[config.mk]
export PLATFORM = sky130hd
export DESIGN_NAME = truth_table_sweep_ctrl
export DESIGN_NICKNAME = d
export VERILOG_FILES = /design/src/rtl/truth_table_sweep_ctrl.sv
export SDC_FILE = /design/constraint.sdc
export NUM_CORES = 1
export LEC_CHECK = 0
export ABC_AREA = 1
export CAP_MARGIN = 10
export CORE_ASPECT_RATIO = 1.2
export CORE_MARGIN = 5
export CORE_UTILIZATION = 30
export DETAILED_ROUTE_END_ITERATION = 10
export PLACE_DENSITY = 0.52
export SYNTH_ARGS = -nofsm -noshare
export SYNTH_HDL_FRONTEND = slang
export SYNTH_SLANG_ARGS = --single-unit
[constraint.sdc]
create_clock -name clk -period 3.8 [get_ports clk]
set_input_delay 1.14 -clock clk [delete_from_list [all_inputs] [get_ports clk]]
set_output_delay 1.14 -clock clk [all_outputs]
set_load 0.005 [all_outputs]
[src/rtl/truth_table_sweep_ctrl.sv]
// Sweeps a 3-input logic block through all eight input vectors, samples its response
// after a settle delay and compares the measured truth table against an expected one.
module truth_table_sweep_ctrl #(
    parameter int SETTLE_CYCLES = 4
) (
    input  logic       clk,
    input  logic       rst_n,
    input  logic       start,
    input  logic       abort,
    input  logic [7:0] table_cfg,
    input  logic       dut_out,
    output logic [2:0] in_bits,
    output logic       busy,
    output logic       done,
    output logic [7:0] captured,
    output logic [7:0] mismatch,
    output logic [3:0] mismatch_cnt,
    output logic       pass
);

    localparam int CNT_W = $clog2(SETTLE_CYCLES + 1);
    localparam logic [CNT_W-1:0] CNT_LAST = CNT_W'(SETTLE_CYCLES - 1);

    typedef enum logic [1:0] {
        IDLE,
        SETTLE,
        SAMPLE,
        DONE
    } state_t;

    state_t           state;
    logic [2:0]       idx;
    logic [CNT_W-1:0] settle_cnt;
    logic [7:0]       exp_tbl;

    // Vector idx lives at bit 7-idx so the table reads MSB-first from vector 000.
    logic [2:0] bit_pos;
    logic       miss_bit;

    assign bit_pos  = 3'd7 - idx;
    assign miss_bit = dut_out ^ exp_tbl[bit_pos];

    // NOTE: all state uses non-blocking assignments so every register samples
    // pre-edge values; the reset branch covers every register, leaving none
    // to power up undefined.
    always_ff @(posedge clk) begin
        if (!rst_n) begin
            state        <= IDLE;
            idx          <= 3'd0;
            settle_cnt   <= '0;
            exp_tbl      <= 8'h00;
            in_bits      <= 3'b000;
            busy         <= 1'b0;
            done         <= 1'b0;
            captured     <= 8'h00;
            mismatch     <= 8'h00;
            mismatch_cnt <= 4'd0;
            pass         <= 1'b0;
        end else begin
            case (state)
                IDLE: begin
                    done <= 1'b0;
                    if (start) begin
                        exp_tbl      <= table_cfg;
                        idx          <= 3'd0;
                        in_bits      <= 3'b000;
                        settle_cnt   <= '0;
                        captured     <= 8'h00;
                        mismatch     <= 8'h00;
                        mismatch_cnt <= 4'd0;
                        pass         <= 1'b0;
                        busy         <= 1'b1;
                        state        <= SETTLE;
                    end
                end

                SETTLE: begin
                    if (abort) begin
                        state      <= IDLE;
                        idx        <= 3'd0;
                        settle_cnt <= '0;
                        in_bits    <= 3'b000;
                        busy       <= 1'b0;
                        pass       <= 1'b0;
                    end else begin
                        settle_cnt <= settle_cnt + 1'b1;
                        if (settle_cnt == CNT_LAST) begin
                            state <= SAMPLE;
                        end
                    end
                end

                SAMPLE: begin
                    if (abort) begin
                        state      <= IDLE;
                        idx        <= 3'd0;
                        settle_cnt <= '0;
                        in_bits    <= 3'b000;
                        busy       <= 1'b0;
                        pass       <= 1'b0;
                    end else begin
                        captured[bit_pos] <= dut_out;
                        mismatch[bit_pos] <= miss_bit;
                        mismatch_cnt      <= mismatch_cnt + {3'b000, miss_bit};
                        settle_cnt        <= '0;
                        if (idx == 3'd7) begin
                            // in_bits stays at 111; pass must include this last compare.
                            busy  <= 1'b0;
                            done  <= 1'b1;
                            pass  <= (mismatch_cnt == 4'd0) && !miss_bit;
                            state <= DONE;
                        end else begin
                            idx     <= idx + 3'd1;
                            in_bits <= idx + 3'd1;
                            state   <= SETTLE;
                        end
                    end
                end

                DONE: begin
                    done  <= 1'b0;
                    state <= IDLE;
                end

                default: begin
                    state <= IDLE;
                end
            endcase
        end
    end

endmodule
== After elaboration in Yosys (flattened, before gate mapping) ==
Index checks and enable logic that the tools add are counted.
Storage, ports and cells
  register bits after elaboration: 39
  latch bits: 0
  memory bits (writable): 0
  memory bits (read-only): 0
  word-level logic and storage cells: 84
  memories kept: 0
Operators by class
  add/subtract/negate cells: 4
  $mul: 0
  divide/modulo/power cells: 0
  magnitude comparators: 2
  equal/unequal tests: 12
  shift operators: 0
  muxes and demuxes: 39
  bitwise logic cells: 1
  reduce and logical (&&, ||, !) cells: 16
Operators with widths (number)
  case mux 8 bit (2 select lines): 2
  2-to-1 mux 8 bit: 3
  case mux 3 bit (3 select lines): 2
  bitwise mux 8 bit: 2
  2-to-1 mux 3 bit: 5
  2-to-1 mux 1 bit: 11
  2-to-1 mux 2 bit: 5
  inequality test 3 bit (second input constant): 3
  2-to-1 mux 4 bit: 2
  inequality test 2 bit (second input constant): 4
  case mux 2 bit (4 select lines): 1
  case mux 4 bit (2 select lines): 1
  AND reduction 4 bit: 2
  adder 3 x 1 -> 3 bit (second input constant): 2
  case mux 1 bit (3 select lines): 2
  AND reduction 2 bit: 3
  AND reduction 3 bit: 2
  adder 4 x 1 -> 4 bit: 1
  equality test 2 bit (second input constant): 2
  logical NOT 4 bit: 1
  less-than comparator 3 x 4 -> 1 bit (second input constant): 1
  nonzero test 2 bit: 2
  binary-select mux 1 bit (select 3 bit): 1
  demux 1 bit (select 3 bit): 1
  other kinds (12): 13

== Longest topological paths before layout ==
Gate-level depths: netlist of the first run.
  depth after elaboration: 9
  gate-level depth with buffers: 16
  mapped depth without buffers: 15

== Least setup slack after synthesis of the first run ==
Ideal clock, no wire load.
  path type: input to register
  from: input port dut_out
  to: register mismatch_cnt[1]
  setup time: 0.134 ns
  arrival: 2.188 ns
  slack: 1.478 ns
  stages: 9
  buffers on the path: 1
  cells stage by stage: buf_2 -> inv_1 -> nand3_4 -> nand2_1 -> inv_1 -> ha_1 -> ha_1 -> nand2_1 -> a21oi_1
On the way
  longest elaborated chain between the ends: 4
Ends and longest elaborated chain
  start: declaration: line 11  | input logic dut_out,
  bitwise XOR 1 bit: line 41  | assign miss_bit = dut_out ^ exp_tbl[bit_pos];
  adder 4 x 1 -> 4 bit: line 104  | mismatch_cnt <= mismatch_cnt + {3'b000, miss_bit};
  2-to-1 mux 4 bit: line 94  | if (abort) begin
  case mux 4 bit (2 select lines): line 60  | case (state)
  end signal: assignment: line 104
  end: declaration: line 17  | output logic [3:0] mismatch_cnt,
No other way between the ends. The select of a mux whose other input is x is not followed.
A chain may end at the register's enable or synchronous reset.

==> flow_summary.toml, run 1 <==
[status]
status = "finished clean"

[place]
portBuffers = 38
hpwl_um = 3770
gp_congestion = 0.751

[drt]
avgRoutedWirePerCell_um = 12.5
first_pass_iters = 4
ant_nets = 0
vias_per_cell = 4.63
wl_um = 4910
drtIter0Drc = 93
vias = 1821
route.detailed.drc = 0

[global_route]
grt_antenna_before_repair = 0
grt_usage = 0.120
grt_pass1_wl_um = 8190
grt_pass1_vias = 1761
grt_overflow = 0
grt_start_max_net_pins = 16

[setup_path]
critPathMaxStageDelay_ns = 0.68
required_ns = 2.66
crit_path_top_delay_cell = "dfxtp_1"
crit_start = "idx[0]$_SDFFE_PN0P_"
critPathTopFamily = "flip-flops"
cp-endpoint = "in_bits[0]"
path_max_fanout = 12
arrival_ns = 1.59
critPathCaptureType = "output port"
r2r-end = "mismatch_cnt[2]$_SDFFE_PN0P_"
rr_startpoint = "idx[0]$_SDFFE_PN0P_"
path_buf_inv = 1
crit_type = "flop to output port"
rrSetupSlack_ns = 1.50
path_depth = 1
crit_path_start_kind = "flop"
rr_worst_depth = 14
crit_chain = "clkdlybuf4s50_1"

[power]
p_leak_nw = 0.977
p_per_area_nw_per_um2 = 357
peakVddDrop_v = 0.000140

[clocking]
ctsResizeCount = 0
cts_setup_buffers = 0
clk_path_buf_depth = 2
cts_inserted_buffers = 5
clkLatencyLatePin_ns = 0.29
htreeDepth = 2
postCtsHoldBufs = 0
root_buffer = "clkbuf_8"
path_clk_slew_ns = 0.08
cts_sinks = 39
cts_tree = "built"

[final_layout]
syn2layout_area_growth_pct = 26.5
nFillCells = 687
drive_above_1_share = 0.117
post-route-util = 0.393
multi_input_area_um2 = 1050
final_nets = 331
antenna_cells = 0
regArea_um2 = 781

[yosys]
syn_area_per_cell_um2 = 7.44
syn_area_um2 = 2000
yosys_warnings = 0
synth_top_area_frac = 0.390
yosysSeqAreaShare = 0.390
ys_seq_elements = 39
mappedNetlistNets = 293
yosys-top-cells-area = "dfxtp_1 (39%), nand2_1 (10%), ha_1 (6.9%), a21oi_1 (6.3%), nor2_1 (5.8%)"
synth_top_cell_by_area = "dfxtp_1"
synthCells = 269
ys_types = 32

[hold_path]
hold_depth = 2
hold_path_class = "flop to flop"

[floorplanning]
die_area_um2 = 8410
core_area_um2 = 6450
io_pins = 39
rows = 32
die_w_um = 84.6
initial_core_util = 0.310
die_h_um = 99.5

[sta]
fmaxAchievable_mhz = 366
setup_viol = 0
rsz0062_at_grt = "false"
fin_crit_sh = 0.719
slew_headroom = 0.621
post-route-min-period_ns = 2.73
tightest_slew_ns = 0.568
finalSetupTns_ns = 0
final_max_slew_viol_count = 0
finClkSkew_ns = 0.00483
final_hold_viol_count = 0

[run]
max-cap-violations = 0
==> worst register-to-register path: stages (launching register included) <==
cell and delay (ns):
dfxtp_1 0.68, inv_4 0.15, nand3_1 0.14, nand2_2 0.05
nor2_2 0.19, nand2_1 0.12, nand2_4 0.12, nand2_1 0.09
inv_1 0.06, ha_1 0.15, ha_1 0.16, inv_1 0.04
o21ai_0 0.15, nand2_1 0.06, nor2_1 0.07
==> placed cells by master (no fill, tap or decap) <==
master / count
a31oi_1: 1
clkbuf_8: 5
clkinv_1: 1
o21ai_0: 19
a21oi_2: 4
nand3_4: 1
clkdlybuf4s50_1: 38
nor2_8: 1
nand4_2: 1
nand2_4: 1
nor3b_1: 1
nand2_1: 55
nand3_1: 15
inv_4: 1
nor2_2: 4
clkinv_2: 3
nor2_1: 31
dfxtp_1: 39
a2111oi_0: 1
nor2_4: 3
buf_4: 2
nor3_1: 4
inv_1: 21
ha_1: 11
xor2_1: 1
a211oi_1: 3
nand2_2: 2
inv_2: 6
o21ai_1: 1
nor3_2: 2
a21oi_1: 25
nand4_1: 5
==> per-layer routing <==
| layer | global-route usage | vias up | share of wire |
|---|---|---|---|
| met3 | 0.0282 | 5 | 0.039 |
| met4 | 0.0438 | 0 | 0.013 |
| met1 | 0.142 | 830 | 0.46 |
| met2 | 0.210 | 27 | 0.49 |
| li1 | - | 959 | - |
| met5 | 0 | - | 0 |
==> cell families (layout without fill, tap and decap cells) <==
kind of cell / count (synthesis) / count (layout) / share of synthesized area
AND/OR/NAND/NOR: 126 / 126 / 0.305
flip-flops: 39 / 39 / 0.390
AO/OA/AOI/OAI: 54 / 54 / 0.149
buffers and inverters: 38 / 77 / 0.0832
adder cells (fa/ha/maj): 11 / 11 / 0.0688
XOR/XNOR: 1 / 1 / 0.00438
==> sequential cells by signal, summed over array words and instances, names as in the netlist <==
register,count
captured,8
pass,1
mismatch_cnt,4
idx,3
state,2
mismatch,8
busy,1
exp_tbl,8
done,1
settle_cnt,3
==> cell type report <==
cell class / count / area share
Timing Repair Buffer: 40 / 0.156
Clock buffer: 5 / 0.0272
Inverter: 29 / 0.0440
Sequential cell: 39 / 0.308
Multi-Input combinational cell: 192 / 0.416
Clock inverter: 3 / 0.00593
Tap cell: 85 / 0.0420
==> power by group <==
part           switching (mW)  total (mW)  internal, mW
combinational           0.113       0.178        0.0657
sequential             0.0233       0.452         0.429
clock                   0.147       0.273         0.126
total                   0.283       0.903         0.620
==> worst min-delay path by stage <==
stage | from | to | slack, ns
floorplan | exp_tbl[2]$_SDFFE_PN0P_ | exp_tbl[2]$_SDFFE_PN0P_ | 0.43
global placement | exp_tbl[2]$_SDFFE_PN0P_ | exp_tbl[2]$_SDFFE_PN0P_ | 0.44
detailed placement | exp_tbl[2]$_SDFFE_PN0P_ | exp_tbl[2]$_SDFFE_PN0P_ | 0.45
CTS | exp_tbl[2]$_SDFFE_PN0P_ | exp_tbl[2]$_SDFFE_PN0P_ | 0.46
global route | exp_tbl[2]$_SDFFE_PN0P_ | exp_tbl[2]$_SDFFE_PN0P_ | 0.47
finish | exp_tbl[2]$_SDFFE_PN0P_ | exp_tbl[2]$_SDFFE_PN0P_ | 0.46
==> metrics by stage <==
stage	cells	power [mW]	hold WS, ns	setup slack [ns]	area, µm²
floorplan	269	0.583	0.429	1.48	2000
global placement	385	0.639	0.443	0.844	2450
detailed placement	385	0.641	0.453	0.795	2450
CTS	393	0.913	0.464	1.06	2530
global route	393	0.958	0.473	0.908	2530
finish	393	0.903	0.461	1.07	2530
==> cell usage after synthesis <==
cell       instances
nand2_1           55
dfxtp_1           39
nor2_1            31
a21oi_1           25
inv_1             21
o21ai_0           19
nand3_1           15
ha_1              11
inv_2              6
nand4_1            5
a21oi_2            4
clkbuf_1           4
nor2_2             4
nor3_1             4
a211oi_1           3
nor2_4             3
buf_2              2
buf_6              2
nand2_2            2
nor3_2             2
a2111oi_0          1
a31oi_1            1
buf_4              1
clkinv_1           1
inv_4              1
nand2_4            1
nand3_4            1
nand4_2            1
nor2_8             1
nor3b_1            1
o21ai_1            1
xor2_1             1
No activity file was read; power rests on OpenSTA's default activity.
==> run 2: changes to the inputs <==
- PLACE_DENSITY: 0.52 -> 0.54
- clock period: 3.8 -> 2.4 ns (I/O delays scaled with it)
==> flow_summary.toml, run 2 (synthesis gave the netlist of run 1 again) <==
[clocking]
cts_setup_buffers = 0
cts_inserted_buffers = 5
clk_path_buf_depth = 2
path_clk_slew_ns = 0.07
postCtsHoldBufs = 0
clkLatencyLatePin_ns = 0.29
htreeDepth = 2
ctsResizeCount = 0
root_buffer = "clkbuf_8"
cts_sinks = 39
cts_tree = "built"

[power]
p_int_mw = 1.06
p_per_area_nw_per_um2 = 577
pwr-share-clk = 0.323
comb_power_share = 0.205
p_leak_nw = 1.02
p_seq_frac = 0.472
p_sw_mw = 0.438
peakVddDrop_v = 0.000289
netSwitchingFraction = 0.292

[global_route]
grt_antenna_before_repair = 0
grt_usage = 0.122
grt_start_max_net_pins = 21
grt_overflow = 0
grt_pass1_vias = 1839
grt_pass1_wl_um = 8340

[sta]
fmaxAchievable_mhz = 453
tightest_slew_ns = 0.363
finClkSkew_ns = 0.00531
post-route-min-period_ns = 2.21
final_max_slew_viol_count = 0
slew_headroom = 0.755
setup_viol = 0
finalSetupTns_ns = 0
fin_crit_sh = 0.919
final_hold_viol_count = 0
rsz0062_at_grt = "false"

[final_layout]
layout_commonest_cell = "nand2_1"
reg_top3 = "captured x8, exp_tbl x8, mismatch x8"
syn2layout_area_growth_pct = 30.0
final_nets = 338
mostFrequentLayoutCells = "nand2_1 (55), dfxtp_1 (39), clkdlybuf4s50_1 (38)"
post-route-util = 0.403
antenna_cells = 0
drive_above_1_share = 0.133

[drt]
drtIter0Drc = 66
wl_um = 4840
route.detailed.drc = 0
vias = 1818
first_pass_iters = 4
avgRoutedWirePerCell_um = 12.1
vias_per_cell = 4.55
ant_nets = 0

[setup_path]
path_buf_inv = 2
crit_type = "flop to output port"
crit_chain = "buf_4 > clkdlybuf4s50_1"
path_max_fanout = 7
arrival_ns = 1.49
crit_path_start_kind = "flop"
required_ns = 1.68
crit_path_top_delay_cell = "clkdlybuf4s50_1"
critPathTopFamily = "buffers and inverters"
critPathCaptureType = "output port"
critPathMaxStageDelay_ns = 0.51

[place]
portBuffers = 38
gp_congestion = 0.820
hpwl_um = 3860

[floorplanning]
initial_core_util = 0.310
rows = 32
die_w_um = 84.6
io_pins = 39
core_area_um2 = 6450
die_area_um2 = 8410
die_h_um = 99.5

[status]
status = "finished clean"

[hold_path]
hold_path_class = "flop to flop"

[run]
max-cap-violations = 0
run 2: changes by cell type in the layout (fill, tap and decap cells not counted), sizes merged:
cell,delta
clkbuf,+3
clkinv,-3
buf,+7
run 2: through the flow:
step / cells / total power, mW / hold slack [ns] / worst slack, ns / instance area, µm²
after detailed placement: 392 / 1.03 / 0.447 / 0.0807 / 2500
final: 400 / 1.50 / 0.458 / 0.193 / 2600
after CTS: 400 / 1.52 / 0.459 / 0.173 / 2600
after global placement: 392 / 1.03 / 0.446 / 0.0994 / 2500
after floorplan: 269 / 0.923 / 0.429 / 0.498 / 2000
after global routing: 400 / 1.60 / 0.483 / 0.0256 / 2600
run 2: per-layer routing:
layer  vias to the layer above  wire length [µm]  GRT usage
li1                        971                 -          -
met1                       814              2120      0.135
met2                        24              2460      0.222
met3                         9               178     0.0315
met4                         0                86     0.0414
met5                         -                 0          0
run 2: worst paths after layout:
check,startpoint,end,slack (ns),cells after the start
setup / recovery,idx[0]$_SDFFE_PN0P_,in_bits[0],0.19,2
hold reg to reg,exp_tbl[2]$_SDFFE_PN0P_,exp_tbl[2]$_SDFFE_PN0P_,0.46,2
hold / removal,exp_tbl[2]$_SDFFE_PN0P_,exp_tbl[2]$_SDFFE_PN0P_,0.46,2
setup reg to reg,idx[2]$_SDFFE_PN0P_,mismatch_cnt[2]$_SDFFE_PN0P_,0.29,14
run 2: cell type report:
class                           instances  area (µm²)
Fill cell                             663        3850
Multi-Input combinational cell        192        1050
Sequential cell                        39         781
Timing Repair Buffer                   47         448
Inverter                               29         111
Tap cell                               85         106
Clock buffer                            8         100
run 2: tightest hold or removal path, cell delays in order (launching register included):
cell and delay, ns:
dfxtp_1 0.30, inv_1 0.06, a21oi_1 0.06
run 2: power groups by stage:
stage | clock, mW | combinational (mW) | sequential (mW)
2_1_floorplan | 0 | 0.209 | 0.714
6_report | 0.484 | 0.307 | 0.708
3_5_place_dp | 0 | 0.311 | 0.724
3_3_place_gp | 0 | 0.308 | 0.724
5_1_grt | 0.535 | 0.349 | 0.713
4_1_cts | 0.503 | 0.312 | 0.709
==> run 3: changes to the inputs <==
- SLEW_MARGIN: not set -> 20
==> results of run 3 <==
Same layout as run 2: the final DEF is identical, and so are final timing and power.
